## src/rtl/isa_mem_pkg.sv

```systemverilog
// ============================================================================
// Module      : isa_mem_pkg
// Description : Shared types and constants for the memory stage: the
//               load/store controller state encoding, access-size codes and
//               DataMemory geometry.
// Revision    : 1.0 - initial release
// ============================================================================
`default_nettype none

package isa_mem_pkg;

    typedef enum logic [2:0] {
        ST_IDLE    = 3'd0,
        ST_ISSUE   = 3'd1,
        ST_CAPTURE = 3'd2,
        ST_WRITE   = 3'd3,
        ST_RESP    = 3'd4
    } lsu_state_t;

    localparam logic [1:0] SIZE_BYTE = 2'b00;
    localparam logic [1:0] SIZE_HALF = 2'b01;
    localparam logic [1:0] SIZE_WORD = 2'b10;

    localparam int MEM_DATA_W  = 32;
    localparam int MEM_WADDR_W = 14;

endpackage

`default_nettype wire

```

## src/rtl/lsu_align.sv

```systemverilog
// ============================================================================
// Module      : lsu_align
// Description : Combinational lane logic for the load/store unit.
//               load_data : selected byte/half lane of rdata, zero- or
//                           sign-extended (word passes through).
//               merged    : rdata with wdata inserted into the selected lane
//                           (word store passes wdata through).
//               Ports: size, is_signed, lane (addr[1:0]), rdata, wdata in;
//                      load_data, merged out.
//               Sub-word lanes exist only when LSU_SUBWORD_EN is defined;
//               otherwise only the word-pass path is built.
// Revision    : 1.0 - initial release
// ============================================================================
`default_nettype none

module lsu_align
    import isa_mem_pkg::*;
(
    input  logic [1:0]            size,
    input  logic                  is_signed,
    input  logic [1:0]            lane,
    input  logic [MEM_DATA_W-1:0] rdata,
    input  logic [MEM_DATA_W-1:0] wdata,
    output logic [MEM_DATA_W-1:0] load_data,
    output logic [MEM_DATA_W-1:0] merged
);

`ifdef LSU_SUBWORD_EN
    logic [7:0]  w_byte;
    logic [15:0] w_half;

    always_comb begin
        case (lane)
            2'd0:    w_byte = rdata[7:0];
            2'd1:    w_byte = rdata[15:8];
            2'd2:    w_byte = rdata[23:16];
            default: w_byte = rdata[31:24];
        endcase
        w_half = lane[1] ? rdata[31:16] : rdata[15:0];

        case (size)
            SIZE_BYTE: load_data = {{24{is_signed & w_byte[7]}}, w_byte};
            SIZE_HALF: load_data = {{16{is_signed & w_half[15]}}, w_half};
            default:   load_data = rdata;
        endcase

        merged = rdata;
        case (size)
            SIZE_BYTE: begin
                case (lane)
                    2'd0:    merged[7:0]   = wdata[7:0];
                    2'd1:    merged[15:8]  = wdata[7:0];
                    2'd2:    merged[23:16] = wdata[7:0];
                    default: merged[31:24] = wdata[7:0];
                endcase
            end
            SIZE_HALF: begin
                if (lane[1]) merged[31:16] = wdata[15:0];
                else         merged[15:0]  = wdata[15:0];
            end
            default: merged = wdata;
        endcase
    end
`else
    logic w_unused_lane;

    assign load_data     = rdata;
    assign merged        = wdata;
    assign w_unused_lane = &{1'b0, size, is_signed, lane};
`endif

endmodule

`default_nettype wire

```

## src/rtl/load_store_unit.sv

```systemverilog
// ============================================================================
// Module      : load_store_unit
// Description : Memory-stage controller between execute and DataMemory.
//               Accepts one load/store at a time (valid/ready), checks for
//               faults at accept, drives the single-port one-cycle-latency
//               memory (read-modify-write for sub-word stores) and returns a
//               one-cycle response to writeback.
//               Ports: clk, rst (async, active-high);
//                      req_* request in, req_ready out;
//                      resp_* response out;
//                      mem_* strobes/address/write data out,
//                      mem_output_data in.
//               Build option: LSU_SUBWORD_EN enables byte/half accesses.
// Revision    : 1.0 - initial release
// ============================================================================
`default_nettype none

module load_store_unit
    import isa_mem_pkg::*;
#(
    parameter int ADDR_W      = 16,
    parameter int DEPTH_WORDS = 16
) (
    input  logic                  clk,
    input  logic                  rst,
    input  logic                  req_valid,
    output logic                  req_ready,
    input  logic                  req_write,
    input  logic [1:0]            req_size,
    input  logic                  req_signed,
    input  logic [ADDR_W-1:0]     req_addr,
    input  logic [MEM_DATA_W-1:0] req_wdata,
    input  logic [3:0]            req_rd,
    output logic                  resp_valid,
    output logic [MEM_DATA_W-1:0] resp_data,
    output logic [3:0]            resp_rd,
    output logic                  resp_fault,
    output logic                  mem_enable,
    output logic                  mem_read_enable,
    output logic                  mem_write_enable,
    output logic [ADDR_W-3:0]     mem_address,
    output logic [MEM_DATA_W-1:0] mem_input_data,
    input  logic [MEM_DATA_W-1:0] mem_output_data
);

    lsu_state_t            r_state;
    lsu_state_t            w_next;
    logic                  r_write;
    logic                  r_signed;
    logic                  r_fault;
    logic [1:0]            r_size;
    logic [1:0]            r_lane;
    logic [ADDR_W-3:0]     r_waddr;
    logic [MEM_DATA_W-1:0] r_wdata;
    logic [MEM_DATA_W-1:0] r_rdata;
    logic [3:0]            r_rd;
    logic                  w_accept;
    logic                  w_fault;
    logic                  w_word_store;
    logic [MEM_DATA_W-1:0] w_load_data;
    logic [MEM_DATA_W-1:0] w_merged;

`ifdef LSU_SUBWORD_EN
    logic [MEM_DATA_W-1:0] r_merged;
`else
    logic                  w_unused_merge;
    assign w_unused_merge = &{1'b0, w_merged};
`endif

    assign w_accept     = req_valid & req_ready;
    assign w_word_store = r_write & (r_size == SIZE_WORD);

    // Fault classification on the raw request; only meaningful at accept.
    always_comb begin
        w_fault = (32'(req_addr[ADDR_W-1:2]) >= 32'(DEPTH_WORDS));
        case (req_size)
            SIZE_WORD: if (req_addr[1:0] != 2'b00) w_fault = 1'b1;
`ifdef LSU_SUBWORD_EN
            SIZE_HALF: if (req_addr[0]) w_fault = 1'b1;
            SIZE_BYTE: ;
`endif
            default:   w_fault = 1'b1;
        endcase
    end

    lsu_align u_align (
        .size      (r_size),
        .is_signed (r_signed),
        .lane      (r_lane),
        .rdata     (mem_output_data),
        .wdata     (r_wdata),
        .load_data (w_load_data),
        .merged    (w_merged)
    );

    always_ff @(posedge clk or posedge rst) begin
        if (rst) r_state <= ST_IDLE;
        else     r_state <= w_next;
    end

    // Next state plus all outputs, decoded from registered state only.
    always_comb begin
        w_next           = r_state;
        req_ready        = (r_state == ST_IDLE) & ~rst;
        resp_valid       = 1'b0;
        resp_data        = '0;
        resp_rd          = '0;
        resp_fault       = 1'b0;
        mem_enable       = 1'b0;
        mem_read_enable  = 1'b0;
        mem_write_enable = 1'b0;
        mem_input_data   = '0;
        mem_address      = (r_state != ST_IDLE) ? r_waddr : '0;

        case (r_state)
            ST_IDLE: begin
                if (w_accept) w_next = w_fault ? ST_RESP : ST_ISSUE;
            end
            ST_ISSUE: begin
                mem_enable = 1'b1;
                if (w_word_store) begin
                    mem_write_enable = 1'b1;
                    mem_input_data   = r_wdata;
                    w_next           = ST_RESP;
                end else begin
                    mem_read_enable = 1'b1;
                    w_next          = ST_CAPTURE;
                end
            end
            ST_CAPTURE: begin
`ifdef LSU_SUBWORD_EN
                w_next = r_write ? ST_WRITE : ST_RESP;
`else
                w_next = ST_RESP;
`endif
            end
`ifdef LSU_SUBWORD_EN
            ST_WRITE: begin
                mem_enable       = 1'b1;
                mem_write_enable = 1'b1;
                mem_input_data   = r_merged;
                w_next           = ST_RESP;
            end
`endif
            ST_RESP: begin
                resp_valid = 1'b1;
                resp_data  = r_rdata;
                resp_rd    = r_rd;
                resp_fault = r_fault;
                w_next     = ST_IDLE;
            end
            default: w_next = ST_IDLE;
        endcase
    end

    // Request fields are captured only on the accept edge; r_rdata is
    // cleared there so stores and faults answer with zero data.
    always_ff @(posedge clk or posedge rst) begin
        if (rst) begin
            r_write  <= 1'b0;
            r_size   <= 2'b00;
            r_signed <= 1'b0;
            r_lane   <= 2'b00;
            r_waddr  <= '0;
            r_wdata  <= '0;
            r_rd     <= '0;
            r_fault  <= 1'b0;
            r_rdata  <= '0;
`ifdef LSU_SUBWORD_EN
            r_merged <= '0;
`endif
        end else begin
            if (w_accept) begin
                r_write  <= req_write;
                r_size   <= req_size;
                r_signed <= req_signed;
                r_lane   <= req_addr[1:0];
                r_waddr  <= req_addr[ADDR_W-1:2];
                r_wdata  <= req_wdata;
                r_rd     <= req_rd;
                r_fault  <= w_fault;
                r_rdata  <= '0;
            end
            if (r_state == ST_CAPTURE && !r_write) r_rdata <= w_load_data;
`ifdef LSU_SUBWORD_EN
            if (r_state == ST_CAPTURE && r_write) r_merged <= w_merged;
`endif
        end
    end

endmodule

`default_nettype wire

```

## config.mk

```make
export PLATFORM = sky130hd
export DESIGN_NAME = load_store_unit
export DESIGN_NICKNAME = d
export VERILOG_FILES = /design/src/rtl/isa_mem_pkg.sv /design/src/rtl/lsu_align.sv /design/src/rtl/load_store_unit.sv
export SDC_FILE = /design/constraint.sdc
export NUM_CORES = 1
export LEC_CHECK = 0
export CAP_MARGIN = 20
export CORE_MARGIN = 4
export CORE_UTILIZATION = 35
export CTS_CLUSTER_DIAMETER = 120
export DETAILED_ROUTE_END_ITERATION = 8
export HOLD_SLACK_MARGIN = 0.06
export PLACE_DENSITY = 0.78
export SLEW_MARGIN = 20
export SYNTH_ARGS = -nofsm -noshare
export SYNTH_HDL_FRONTEND = slang
export SYNTH_SLANG_ARGS = --single-unit
```

## constraint.sdc

```tcl
create_clock -name clk -period 3.3 [get_ports clk]
set_clock_uncertainty 0.15 [all_clocks]
set_input_delay 0.33 -clock clk [delete_from_list [all_inputs] [get_ports clk]]
set_output_delay 0.33 -clock clk [all_outputs]
set_load 0.01 [all_outputs]
```

==> impl_metrics.ini, run 1 <==
[clocking]
cts-resized-gates = 0
cts_buffers = 9
cts_tree = built
clock-sinks = 89
htreeDepth = 3
clockBufferDepth = 2
clkLatencyLatePin_ps = 330
post_cts_buffers = 0
hold_buffers = 0
clk_pin_slew_worst_paths_ps = 60
root_buffer = clkbuf_16

[die]
die_x_um = 117
num_io_pins = 179
dieArea_um2 = 13800
rows = 39
initial_core_util_pct = 36.2
die_h_um = 117
core_area_um2 = 11600

[detailed_routing]
avgRoutedWirePerCell_um = 15.5
drc_errors = 0
firstDrtPassIters = 4
drt_wl_total_mm = 10.7
ant_nets = 0
drtIter0Drc = 195
vias = 3334
viasPerCell = 4.83

[setup_path]
r2r_end = r_write
arrival_ps = 2270
cp_num_buf_inv = 2
slowest_stage = clkdlybuf4s50_1
rr_startpoint = r_state[0]
r2r_slack_ps = 940
path_max_fanout = 36
cp_top_family = buffers and inverters
endpoint_kind = output pin
slowest_delay_ps = 550
worstPathRequired_ps = 2820
path_cells = nor2b_1 -> and2b_1 -> buf_4 -> and3_1 -> clkdlybuf4s50_1
r2r_cells = 5
worst_setup_path_start_kind = flop
crit_type = flop to output pin

[grt]
grt_max_degree = 90
grt_pass1_vias = 3704
grt_overflow = 0
groute.usage.overall_pct = 15.9
grt_pass1_wl_mm = 18.3
antenna_found_initial = 0

[sta]
timing.final.crit_share_pct = 83.3
finalHoldViolCount = 0
maxSlewViolCount = 0
relSlewSlack_pct = 29.8
finalSetupViolCount = 0
min_period_ps = 2750
tightest_slew_ps = 1050
setup_tns_ps = 0
rsz0062_at_grt = false
fmax_mhz = 364

[final_layout]
final_common_cell = clkdlybuf4s50_1
design_area_um2 = 6400
syn_to_final_growth_pct = 52.7
layout_common_cells = clkdlybuf4s50_1, dfrtp_1, nand2_1
instances_no_fill = 690
n_antenna_cell = 0
drive_gt1_share_pct = 14.8
nets = 633

[min_path]
hold_path_end = r_wdata[15]
hold_class = flop to flop
whs_path_depth = 1
min_from = r_wdata[15]

[placement]
io_buffers = 177
place_area_um2 = 6080
dp_hpwl_mm = 7.67
gp_congestion = 0.775
post-place-cells = 674

[flow_run]
cap_violations = 0

[power]
peakVddDrop_v = 0.000297
p_leak_nw = 2.76
power_density_nw_per_um2 = 427

[logic_synthesis]
synth.top_cell.area_share_pct = 53.1
synthCells = 375
syn_area_um2 = 4190
seq_area_frac_synth_pct = 53.1
yosysWarnings = 0
synth_top_area_cell = dfrtp_1
ys_types = 29
yosys-top-cells-area = dfrtp_1, mux2_4, mux2_2, and2_1, nand2_1
ys_seq_elements = 89
synth_nets = 466
syn_avg_cell_area_um2 = 11.2

[status]
outcome = finished, final reports clean
metrics by stage:
stage	setup WS, ps	util [%]	hold slack (ps)	power [mW]
3_5_place_dp	881	52.6	338	1.70
5_1_grt	377	55.3	367	2.87
4_1_cts	519	55.3	351	2.78
3_3_place_gp	943	52.6	331	1.68
6_report	551	55.3	350	2.73
2_1_floorplan	316	-	297	1.50
worst max-delay path by stage:
stage / start / to / slack, ps / cells after the start
3_3_place_gp: r_state[0] / mem_input_data[31] / 940 / 5
4_1_cts: r_state[0] / mem_input_data[15] / 520 / 5
2_1_floorplan: rst / r_rd[0] / 320 / 6
6_report: r_state[0] / mem_input_data[6] / 550 / 5
5_1_grt: r_state[0] / mem_input_data[17] / 380 / 5
3_5_place_dp: r_state[0] / mem_input_data[6] / 880 / 5
logic make-up (layout without fill, tap and decap cells):
logic type,after synthesis,count (layout),share of synthesized area [%]
flops,89,89,53.1
mux,54,54,16.8
simple gates,167,167,21.8
buf+inv,31,203,4.15
compound gates,34,34,4.09
power by group:
group | leakage (nW) | total (mW) | switching (mW) | internal (mW)
Combinational | 1.49 | 0.407 | 0.135 | 0.272
Sequential | 1.12 | 1.27 | 0.0613 | 1.21
Clock | 0.152 | 1.06 | 0.396 | 0.659
Total | 2.76 | 2.73 | 0.592 | 2.14
state kept, by name (all words and copies together) (netlist names):
| signal | count |
|---|---|
| r_fault | 1 |
| r_rd | 4 |
| r_rdata | 32 |
| r_size | 2 |
| r_state | 3 |
| r_waddr | 14 |
| r_wdata | 32 |
| r_write | 1 |
routing by layer:
metal / vias to the layer above / share of wire (%) / global-route usage (%)
met5: - / 0 / 0
li1: 1586 / - / -
met2: 120 / 49 / 26.7
met1: 1609 / 42 / 18.9
met3: 19 / 7.7 / 5.44
met4: 0 / 1.8 / 6.23
cells in the mapped netlist:
master    number
or4b_1         1
nor3b_1        1
mux2_2        27
inv_1          2
buf_6          2
and3b_1        1
and3_1        33
nand3_1        1
and2_1        39
buf_2          1
o22ai_1        1
clkbuf_1      21
mux2i_1        1
nor4b_1        1
nor2_1         1
nor4b_2        1
nor2b_1       17
buf_8          3
dfrtp_1       89
and2b_1        2
a21oi_1        1
nor3_4         1
buf_4          2
nand2_1       64
and4_1         1
mux2_4        26
o21ai_1       10
o21ai_0       22
nor4_1         3
area by class of cell:
cell class	instances	area, µm²
Sequential cell	89	2230
Clock buffer	10	229
Clock inverter	6	82.6
Fill cell	998	5170
Tap cell	143	179
Multi-Input combinational cell	255	1810
Timing Repair Buffer	185	1860
Inverter	2	11.3
worst register-to-register path: cells and delay by family (launching register included):
| family | cells | cell delay (ps) |
|---|---|---|
| flip-flops | 1 | 490 |
| buffers and inverters | 2 | 480 |
| multiplexers | 1 | 390 |
| AND/OR/NAND/NOR | 2 | 740 |
Power figures use the tool's default switching activity.
==> run 2: changes to the inputs <==
==> constraint.sdc (replaced) <==
create_clock -name clk -period 2.8 [get_ports clk]
set_clock_uncertainty 0.15 [all_clocks]
set_input_delay 0.28 -clock clk [delete_from_list [all_inputs] [get_ports clk]]
set_output_delay 0.28 -clock clk [all_outputs]
set_load 0.01 [all_outputs]
==> run 2 against run 1 <==
Via count shrank 0.48%. Sequential cell count unchanged. Sequential share of layout area shrank 0.26 points. Non-clock buffer count up 1. Register-to-register slack got worse by 360 ps. Sequential power is 17% higher. Total power rose by 20%.
==> impl_metrics.ini, run 2 (synthesized netlist as in run 1, its figures left out) <==
[sta]
min_period_ps = 2560
relSlewSlack_pct = 46.9
finalHoldViolCount = 0
fmax_mhz = 390
holdWs_ps = 336
rsz0062_at_grt = false
timing.final.crit_share_pct = 91.6
finalSetupViolCount = 0
tightest_slew_ps = 797
maxSlewViolCount = 0

[grt]
groute.usage.overall_pct = 15.6
grt-busiest-layer = met2
met2_usage_pct = 25.4
grt_use_met1_pct = 18.6
grtUsageMet3_pct = 5.63
grt_overflow = 0
grt_pass1_wl_mm = 17.8
grt_pass1_vias = 3577
antenna_found_initial = 0
grt_max_degree = 90

[power]
peakVddDrop_v = 0.000296
power_density_nw_per_um2 = 508
p_leak_nw = 2.78

[detailed_routing]
firstDrtPassIters = 4
drtIter0Drc = 162
vias = 3318
viasPerCell = 4.80
drc_errors = 0
drt_wl_total_mm = 10.8
avgRoutedWirePerCell_um = 15.7
ant_nets = 0

[final_layout]
drive_gt1_share_pct = 15.3
final_common_cell = clkdlybuf4s50_1
largest_registers = r_rdata: 32 flops, r_wdata: 32 flops, r_waddr: 14 flops
n_antenna_cell = 0
design_area_um2 = 6450
fillers = 1005
syn_to_final_growth_pct = 53.9
nets = 634
layout_common_cells = clkdlybuf4s50_1, dfrtp_1, nand2_1
utilization_pct = 55.8

[clocking]
cts_tree = built
clockBufferDepth = 2
clock-sinks = 89
htreeDepth = 3
clkLatencyLatePin_ps = 330
clk_pin_slew_worst_paths_ps = 60
cts_buffers = 9
root_buffer = clkbuf_16

[placement]
io_buffers = 177
place_area_um2 = 6080
dp_hpwl_mm = 7.75
gp_congestion = 0.790

[die]
initial_core_util_pct = 36.2
dieArea_um2 = 13800
num_io_pins = 179
core_area_um2 = 11600
rows = 39
die_h_um = 117
die_x_um = 117

[setup_path]
path_max_fanout = 36
crit_type = flop to output pin
worstPathRequired_ps = 2370
rr_startpoint = r_state[0]
arrival_ps = 2130
crit_start = r_state[0]
endpoint_kind = output pin
worst_setup_path_start_kind = flop

[min_path]
min_from = mem_output_data[2]
hold_class = input port to flop

[status]
outcome = finished, final reports clean

[flow_run]
cap_violations = 0
run 2: cell types whose count changed in the layout (fill, tap and decap cells not counted):
cell / delta
clkinv_2: -1
buf_6: +1
dfrtp_1: -1
buf_16: +1
clkbuf_1: -1
clkbuf_8: +2
buf_4: -1
dfrtp_2: +1
run 2: metrics by stage:
step                instances  setup slack (ps)  power, mW  setup TNS (ps)
detailed placement        674               425       2.00               0
CTS                       690              59.3       3.33               0
global route              691              72.5       3.43               0
floorplan                 375              -132       1.77           -3370
finish                    691               235       3.28               0
global placement          674               496       1.98               0
run 2: worst paths after layout:
kind                       cells past startpoint  slack [ps]                 end
setup / recovery                               5         240  mem_input_data[15]
hold / removal                                 3         340          r_rdata[2]
setup reg to reg                               4         580          r_wdata[7]
hold reg to reg                                1         350         r_wdata[10]
max in group asynchronous                      3        1470          r_state[0]
min in group asynchronous                      3         490         r_waddr[13]
run 2: power by group:
| part | leakage [nW] | internal (mW) | switching, mW |
|---|---|---|---|
| combinational | 1.50 | 0.320 | 0.160 |
| clock | 0.162 | 0.827 | 0.474 |
| sequential | 1.12 | 1.42 | 0.0703 |
| total | 2.78 | 2.57 | 0.705 |
run 2: layer usage:
layer  vias to the layer above  share of wire (%)
met3                        19                7.7
met5                         -                  0
met1                      1593                 42
met2                       122                 48
li1                       1584                  -
met4                         0                2.3
run 2: final cells by class:
cell class	count	area (µm²)	area share [%]
clock buffers	11	253	3.92
clock inverters	5	77.6	1.20
inverters	2	11.3	0.175
multi-input cells	255	1810	28.1
flip-flops and latches	89	2230	34.5
well taps	143	179	2.77
repair buffers	186	1890	29.3
run 2: timing repair:
item,in CTS,in global routing
endpoints found under the hold margin,0,0
buffers inserted,0,0
resized for setup,0,2
endpoints found under the setup margin,0,32
hold buffers,0,0
run 2: critical path, stage by stage, from the launching register on:
cell and delay, ps:
dfrtp_2 460, nor2b_1 200, and2b_1 160, buf_6 230
and3_1 210, clkdlybuf4s50_1 540
